[src/rtl/fetch_controller_if.sv]
// fetch_controller_if: fetch/decode/redirect bundle; master = fetch_controller, slave = cache/decode/redirect side; FETCH_STALL_COUNT_EN adds stall_cycles
interface fetch_controller_if;
  logic        redirect_valid;
  logic [14:0] redirect_pc;
  logic [59:0] pc_array_flat;
  logic [63:0] instructions_flat;
  logic [2:0]  out_valid_count;
  logic [63:0] out_instrs_flat;
  logic [59:0] out_pcs_flat;
  logic [2:0]  dec_take;
  logic        halted;
`ifdef FETCH_STALL_COUNT_EN
  logic [31:0] stall_cycles;
  modport master(
    input  redirect_valid, redirect_pc, instructions_flat, dec_take,
    output pc_array_flat, out_valid_count, out_instrs_flat, out_pcs_flat, halted, stall_cycles
  );
  modport slave(
    output redirect_valid, redirect_pc, instructions_flat, dec_take,
    input  pc_array_flat, out_valid_count, out_instrs_flat, out_pcs_flat, halted, stall_cycles
  );
`else
  modport master(
    input  redirect_valid, redirect_pc, instructions_flat, dec_take,
    output pc_array_flat, out_valid_count, out_instrs_flat, out_pcs_flat, halted
  );
  modport slave(
    output redirect_valid, redirect_pc, instructions_flat, dec_take,
    input  pc_array_flat, out_valid_count, out_instrs_flat, out_pcs_flat, halted
  );
`endif
endinterface

[src/rtl/fetch_controller.sv]
// fetch_controller: 4-wide fetch sequencer with circular queue; ports clk, rst (sync active-high), bus (fetch_controller_if.master); FETCH_STALL_COUNT_EN adds bus.stall_cycles
module fetch_controller #(
  parameter int          QUEUE_DEPTH = 8,
  parameter logic [14:0] RESET_PC    = 15'h0000
) (
  input logic               clk,
  input logic               rst,
  fetch_controller_if.master bus
);
  localparam int AW = $clog2(QUEUE_DEPTH);
  typedef logic [AW-1:0] ptr_t;
  typedef logic [AW:0]   cnt_t;
  localparam cnt_t ENQ_MAX = cnt_t'(QUEUE_DEPTH - 4);
  logic [15:0] mem_ins_q [QUEUE_DEPTH];
  logic [14:0] mem_pc_q  [QUEUE_DEPTH];
  logic [14:0] fetch_pc_q, fetch_pc_d;
  ptr_t        head_q, head_d, tail_q, tail_d;
  cnt_t        count_q, count_d;
  logic        halted_q, halted_d;
  logic [14:0] slot_pc  [4];
  logic [15:0] slot_ins [4];
  logic [2:0]  enq_n, ovc, take;
  logic        halt_hit, full, enq_ok;
  for (genvar g = 0; g < 4; g++) begin : g_slot
    assign slot_pc[g]  = fetch_pc_q + 15'(g);
    assign slot_ins[g] = bus.instructions_flat[63-16*g -: 16];
    assign bus.pc_array_flat[59-15*g -: 15]   = slot_pc[g];
    assign bus.out_instrs_flat[63-16*g -: 16] = 3'(g) < ovc ? mem_ins_q[head_q + ptr_t'(g)] : '0;
    assign bus.out_pcs_flat[59-15*g -: 15]    = 3'(g) < ovc ? mem_pc_q[head_q + ptr_t'(g)] : '0;
  end
  always_comb begin
    enq_n    = 3'd4;
    halt_hit = 1'b0;
    for (int i = 3; i >= 0; i--) begin
      if (slot_ins[i] == 16'hFFFF) begin
        enq_n    = 3'(i + 1);
        halt_hit = 1'b1;
      end
    end
  end
  assign full   = count_q > ENQ_MAX;
  assign enq_ok = !bus.redirect_valid && !halted_q && !full;
  assign ovc    = count_q >= cnt_t'(4) ? 3'd4 : count_q[2:0];
  assign take   = bus.dec_take > ovc ? ovc : bus.dec_take;
  assign bus.out_valid_count = ovc;
  assign bus.halted          = halted_q;
  always_comb begin
    fetch_pc_d = fetch_pc_q;
    head_d     = head_q;
    tail_d     = tail_q;
    count_d    = count_q;
    halted_d   = halted_q;
    if (bus.redirect_valid) begin
      fetch_pc_d = bus.redirect_pc;
      head_d     = '0;
      tail_d     = '0;
      count_d    = '0;
      halted_d   = 1'b0;
    end else begin
      head_d  = head_q + ptr_t'(take);
      count_d = count_q - cnt_t'(take);
      if (enq_ok) begin
        tail_d     = tail_q + ptr_t'(enq_n);
        count_d    = count_d + cnt_t'(enq_n);
        halted_d   = halt_hit;
        fetch_pc_d = halt_hit ? fetch_pc_q : fetch_pc_q + 15'd4;
      end
    end
  end
  always_ff @(posedge clk) begin
    if (rst) begin
      fetch_pc_q <= RESET_PC;
      head_q     <= '0;
      tail_q     <= '0;
      count_q    <= '0;
      halted_q   <= 1'b0;
    end else begin
      fetch_pc_q <= fetch_pc_d;
      head_q     <= head_d;
      tail_q     <= tail_d;
      count_q    <= count_d;
      halted_q   <= halted_d;
    end
  end
  always_ff @(posedge clk) begin
    if (!rst && enq_ok) begin
      for (int i = 0; i < 4; i++) begin
        if (3'(i) < enq_n) begin
          mem_ins_q[tail_q + ptr_t'(i)] <= slot_ins[i];
          mem_pc_q[tail_q + ptr_t'(i)]  <= slot_pc[i];
        end
      end
    end
  end
`ifdef FETCH_STALL_COUNT_EN
  logic [31:0] stall_q;
  always_ff @(posedge clk) begin
    if (rst) stall_q <= '0;
    else if (!bus.redirect_valid && !halted_q && full && stall_q != '1) stall_q <= stall_q + 32'd1;
  end
  assign bus.stall_cycles = stall_q;
`endif
endmodule

[src/flat_wrapper.sv]
// flat-port wrapper written by rule: the top's interface ports become plain ports
module fetch_controller_flat 
#(
  parameter int          QUEUE_DEPTH = 8,
  parameter logic [14:0] RESET_PC    = 15'h0000
)
  (clk, rst, bus_redirect_valid, bus_redirect_pc, bus_instructions_flat, bus_dec_take, bus_pc_array_flat, bus_out_valid_count, bus_out_instrs_flat, bus_out_pcs_flat, bus_halted);
  fetch_controller_if bus_i ();
  input logic clk;
  input logic rst;
  input wire logic [$bits(bus_i.redirect_valid)-1:0] bus_redirect_valid;
  input wire logic [$bits(bus_i.redirect_pc)-1:0] bus_redirect_pc;
  input wire logic [$bits(bus_i.instructions_flat)-1:0] bus_instructions_flat;
  input wire logic [$bits(bus_i.dec_take)-1:0] bus_dec_take;
  output wire logic [$bits(bus_i.pc_array_flat)-1:0] bus_pc_array_flat;
  output wire logic [$bits(bus_i.out_valid_count)-1:0] bus_out_valid_count;
  output wire logic [$bits(bus_i.out_instrs_flat)-1:0] bus_out_instrs_flat;
  output wire logic [$bits(bus_i.out_pcs_flat)-1:0] bus_out_pcs_flat;
  output wire logic [$bits(bus_i.halted)-1:0] bus_halted;
  assign bus_i.redirect_valid = bus_redirect_valid;
  assign bus_i.redirect_pc = bus_redirect_pc;
  assign bus_i.instructions_flat = bus_instructions_flat;
  assign bus_i.dec_take = bus_dec_take;
  assign bus_pc_array_flat = bus_i.pc_array_flat;
  assign bus_out_valid_count = bus_i.out_valid_count;
  assign bus_out_instrs_flat = bus_i.out_instrs_flat;
  assign bus_out_pcs_flat = bus_i.out_pcs_flat;
  assign bus_halted = bus_i.halted;
  fetch_controller #(.QUEUE_DEPTH(QUEUE_DEPTH), .RESET_PC(RESET_PC)) u_core (.clk(clk), .rst(rst), .bus(bus_i));
endmodule
[config.mk]
export PLATFORM = sky130hd
export DESIGN_NAME = fetch_controller_flat
export DESIGN_NICKNAME = d
export VERILOG_FILES = /design/src/rtl/fetch_controller_if.sv /design/src/rtl/fetch_controller.sv /design/src/flat_wrapper.sv
export SDC_FILE = /design/constraint.sdc
export NUM_CORES = 1
export LEC_CHECK = 0
export CAP_MARGIN = 10
export CORE_ASPECT_RATIO = 1.25
export CORE_MARGIN = 4
export CORE_UTILIZATION = 40
export CTS_BUF_LIST = sky130_fd_sc_hd__clkbuf_4 sky130_fd_sc_hd__clkbuf_8 sky130_fd_sc_hd__clkbuf_16
export DETAILED_ROUTE_END_ITERATION = 6
export PLACE_DENSITY = 0.59
export SETUP_SLACK_MARGIN = 0.3
export SLEW_MARGIN = 20
export SYNTH_ARGS = -nofsm -noshare
export SYNTH_HDL_FRONTEND = slang
export SYNTH_SLANG_ARGS = --single-unit
[constraint.sdc]
create_clock -name clk -period 4.8 [get_ports clk]
set_input_delay 1.44 -clock clk [delete_from_list [all_inputs] [get_ports clk]]
set_output_delay 1.44 -clock clk [all_outputs]
set_load 0.01 [all_outputs]
Word level (Yosys, flattened, before mapping)
Memory sizes are Yosys's and may differ from the RTL's. A register that Yosys moved wholly into a read port is not among the register bits.
Cells that the tools add are included.
{ "totals": {"word_cells": 82, "n_memories": 2, "ramBits": 248, "output_inout_bits": 188, "regBits": 26, "in_bits": 85} }
{ "op_classes": {"addsub": 14, "n_eq_ne": 5, "mux": 35, "magnitude_cmp": 11, "n_reduce_logical": 10} }
{ "memory_table": {"columns": ["name", "words", "word_bits", "read_ports", "rd_clocked_by_memory_dff", "wr", "line", "rtl"], "rows": [
  ["u_core.mem_ins_q", 8, 16, 4, 1, 4, "fetch_controller.sv:14", "logic [15:0] mem_ins_q [QUEUE_DEPTH];"],
  ["u_core.mem_pc_q", 8, 15, 4, 1, 4, "fetch_controller.sv:15", "logic [14:0] mem_pc_q [QUEUE_DEPTH];"]
]} }
{ "op_table": {"columns": ["op", "n"], "rows": [
  ["$mux 15", 7],
  ["$eq 16x16->1 const B", 4],
  ["$mux 16", 4],
  ["$add 15x2->15 const B", 2],
  ["$mux 3", 7],
  ["$mux 1", 16],
  ["$add 15x1->15 const B", 1],
  ["$add 15x3->15 const B", 1],
  ["$add 3x2->3 const B", 4],
  ["$lt 1x3->1 const A", 4],
  ["$lt 2x3->1 const A", 4],
  ["$add 3x1->3 const B", 2],
  ["$add 3x3->3", 2],
  ["$add 4x3->4", 1],
  ["$ge 4x3->1 const B", 1],
  ["$gt 4x3->1 const B", 1],
  ["$logic_not 1->1", 4],
  ["$mux 4", 1],
  ["$sub 4x3->4", 1],
  ["$gt 3x3->1", 1],
  ["$logic_and 1x1->1", 3],
  ["$ne 2x2->1 const B", 1],
  ["$reduce_and 2->1", 1],
  ["$reduce_bool 2->1", 1],
  ["$reduce_or 2->1", 1]
]} }

Logic depth before layout (Yosys ltp)
{ "depth": {"word_depth": 8, "mapped_depth": 17, "ltp_nobuf": 16} }

Worst setup path before layout
OpenSTA, ideal clock, no wires.
{ "synth_timing": {"path_type": "input-to-reg", "from": "in bus_instructions_flat[37]", "to": "mem u_core.mem_ins_q[0][0] (enable)", "t_arrival_ns": 4.700, "path_slack_ns": -0.363, "stages": 8, "required_time_ns": 4.338, "path_cell_list": "buf_2 nand4_1 nor4_2 buf_4 buf_2 o21ai_0 a21oi_1 o21ai_0"} }
{ "synth_rtl": {"columns": ["element", "line", "rtl"], "rows": [
  ["from (decl)", "flat_wrapper.sv:13", "input wire logic [$bits(bus_i.instructions_flat)-1:0] bus_instructions_flat;"],
  ["to (decl)", "fetch_controller.sv:14", null]
]} }

Worst setup path after layout
{ "layout_timing": {"from": "reg u_core.fetch_pc_q[2]", "to": "out bus_pc_array_flat[13]"} }
{ "layout_via": {"elab_chain_cells": 1} }
{ "layout_rtl": {"columns": ["element", "line", "rtl"], "rows": [
  ["from (decl)", "fetch_controller.sv:16", "logic [14:0] fetch_pc_q, fetch_pc_d;"],
  ["from (signal assigned)", "fetch_controller.sv:78", "fetch_pc_q <= fetch_pc_d;"],
  ["$add 15x2->15", "fetch_controller.sv:25", "assign slot_pc[g] = fetch_pc_q + 15'(g);"],
  ["to (decl)", "flat_wrapper.sv:15", "output wire logic [$bits(bus_i.pc_array_flat)-1:0] bus_pc_array_flat;"]
]} }
Every way passes these cells.

==> reports/results.ini <==
[floorplan]
die_w_um = 236
fp.coreArea_um2 = 64400
initial_utilization = 0.404
die-area_um2 = 69300
row_count = 104
ios = 273
die_h_um = 293

[clocking]
numClockSinks = 274
cts_buffers = 31
worstSkewPairLatency_ns = 0.62
cts_tree = built
cts_hold_buffers = 0
clk_pin_slew_worst_paths_ns = 0.06
root_buffer = clkbuf_16
clockBufferDepth = 3
h-tree-depth = 1

[synth]
synth-edff-count = 248
syn-num-nets = 2739
ys_warn_count = 0
synth_most_common_cell = nor2_1
synthesis.area_per_instance_um2 = 9.90
synth_seq_area_share = 0.306
ys_dominant_reg_cell = edfxtp_1
ys_async_sr_fraction = 0
synth_area_um2 = 26000
synth_area_leader_cell = edfxtp_1
synth_top_area_frac = 0.286
netlist_instances = 2631
synth-seq-cells = 274
ys_top_cells_by_count = nor2_1, edfxtp_1, mux4_2
synth.distinct_cells = 78
synth_area_leaders = edfxtp_1, mux4_2, mux2i_1, nor2_1, o22ai_1

[detailed_routing]
ant_nets = 0
drtIter0Drc = 4637
wl_per_cell_um = 36.4
route.detailed.drc = 0
routed_via_density = 7.06
dr.pass1.iters = 6
drt-total-wl_um = 139000
dr_total_vias = 26934

[pwr]
power.internal_uw = 7910
power_uw = 13200
powerDensity_nw_per_um2 = 398
p_seq_frac = 0.233
p_leak_uw = 0.0108
p_clk_frac = 0.194
peakVddDrop_v = 0.000372
switching_share = 0.402
combPwrFrac = 0.573
p_sw_uw = 5320

[worst_setup_path]
worst_ep_required_time_ns = 3.36
r2r-end = u_core.count_q[3]
startpoint_type = flip-flop
critPathMaxFanout = 7
endpoint_kind = output port
reg2reg_depth = 16
regToRegStartpoint = u_core.count_q[3]
arrival_ns = 3.08
crit_type = flip-flop to output port
rrSetupSlack_ns = 0.93

[status]
status = finished clean

[timing]
fin_tns_setup_ns = 0
rsz0062_at_grt = yes
whs_ns = 0.585
min_period_ns = 4.52
hold_viol = 0
setup_viol = 0
finalMaxSlewViolations = 0
worstMarginPinSlew_ns = 1.11
clock_skew_ns = 0.0155
slew_headroom = 0.254
layout_worst_path_cycle_share = 0.941
fmax_ghz = 0.221

[min_path]
min_to = u_core.bus.halted
hold_depth = 2
hold_class = flip-flop to flip-flop
worstHoldStart = u_core.bus.halted

[global_route]
gr-usage-all-layers = 0.383
grt_pass1_wl_um = 194000
grt_antenna_before_repair = 14
grt_overflow = 0
grt_pass1_vias = 25316
grt_max_degree = 63

[cells_and_area]
syn_to_final_growth_pct = 27.7
fin_cells = 3817
final_layout_size_suffix_gt1_frac = 0.256
layout.nets = 3050
fillerInstances = 5819

[placement]
routabilityCongestion = 1.03
portBuffers = 272
dp_hpwl_um = 97400
placed_cells = 3725

[flow_run]
cap_violations = 0

==> cell families (layout without fill, tap and decap cells) <==
| group | Yosys count | count (layout) | share of synthesized area |
|---|---|---|---|
| compound gates | 783 | 783 | 0.204 |
| xor+xnor | 74 | 74 | 0.0252 |
| fa+ha+maj | 23 | 23 | 0.0122 |
| buf+inv | 392 | 724 | 0.0673 |
| flops | 274 | 274 | 0.306 |
| mux | 380 | 380 | 0.265 |
| other cells | 0 | 6 | 0 |
| simple gates | 705 | 705 | 0.120 |
==> what timing repair did <==
action | CTS | global route
buffers inserted | 13 | 6
resized for setup | 92 | 33
setup endpoints to repair | 106 | 65
gates cloned | 11 | 2
pin swaps | 2 | 1
==> critical path, stage by stage, from the launching register on <==
cell and delay (ns):
dfxtp_2 0.43, buf_4 0.19, ha_1 0.15, a21o_1 0.15
nor2b_1 0.22, nand3_2 0.29, nor3_2 0.26, xnor2_1 0.11
inv_1 0.11, clkdlybuf4s50_1 0.55
==> per-layer routing <==
| metal | part of all wire | GRT usage | up-vias |
|---|---|---|---|
| li1 | - | - | 10974 |
| met1 | 0.39 | 0.535 | 13402 |
| met2 | 0.44 | 0.583 | 2251 |
| met3 | 0.14 | 0.110 | 299 |
| met4 | 0.038 | 0.117 | 8 |
| met5 | 0.00035 | 0 | - |
==> how the worst max path moves through the flow <==
stage	start	cells after the start	end	slack (ns)
after detailed placement	bus_dec_take[0]	12	u_core.count_q[3]	0.03
after global placement	bus_dec_take[0]	12	u_core.count_q[3]	0.06
final	u_core.fetch_pc_q[2]	9	bus_pc_array_flat[13]	0.28
after CTS	u_core.head_q[0]	6	bus_out_instrs_flat[62]	0.20
after global routing	u_core.head_q[0]	7	bus_out_instrs_flat[30]	0.22
after floorplan	u_core.head_q[1]	11	bus_out_instrs_flat[0]	0.32
==> power groups by stage <==
stage	logic [uW]	registers [uW]	clock network [uW]
final	7580	3080	2570
after global routing	7900	3090	2660
after CTS	7370	3060	2570
after detailed placement	6800	3110	0
after global placement	6710	3080	0
after floorplan	3960	2980	0
==> cell type report <==
| type | count | area (um^2) | share of cell area |
|---|---|---|---|
| Tap cell | 848 | 1060 | 0.0319 |
| Inverter | 51 | 200 | 0.00602 |
| Antenna cell | 6 | 15.0 | 0.000452 |
| Clock buffer | 35 | 806 | 0.0242 |
| Multi-Input combinational cell | 1965 | 16800 | 0.505 |
| Clock inverter | 19 | 244 | 0.00734 |
| Timing Repair Buffer | 619 | 6130 | 0.184 |
| Sequential cell | 274 | 7990 | 0.240 |
==> flip-flops by register name, summed over array words and instances (netlist names) <==
register           count
u_core.bus.halted      1
u_core.count_q         4
u_core.fetch_pc_q     15
u_core.head_q          3
u_core.mem_ins_q     128
u_core.mem_pc_q      120
u_core.tail_q          3
==> cells in the final DEF (no fill, tap or decap), types with 34 or more instances in the layout <==
master / Yosys / layout
buf_12: 0 / 37
mux4_2: 248 / 248
clkdlybuf4s50_1: 0 / 221
o22a_1: 112 / 112
nor2_1: 329 / 328
inv_1: 49 / 48
a22oi_1: 34 / 34
edfxtp_1: 248 / 248
nand2_1: 191 / 186
dlygate4sd2_1: 0 / 43
a21oi_1: 93 / 92
o21ai_0: 178 / 173
a32oi_1: 41 / 41
mux2i_1: 131 / 106
nand3_1: 38 / 35
buf_4: 20 / 291
o32ai_1: 35 / 35
o22ai_1: 164 / 164
xnor2_1: 56 / 51
==> metrics by stage <==
| step | utilization | setup WS, ns | area (um^2) |
|---|---|---|---|
| floorplan | - | 0.324 | 26000 |
| global placement | 0.486 | 0.0648 | 31300 |
| detailed placement | 0.486 | 0.0305 | 31300 |
| CTS | 0.512 | 0.201 | 33000 |
| global route | 0.516 | 0.222 | 33200 |
| finish | 0.516 | 0.284 | 33300 |
Power figures use the tool's default switching activity.
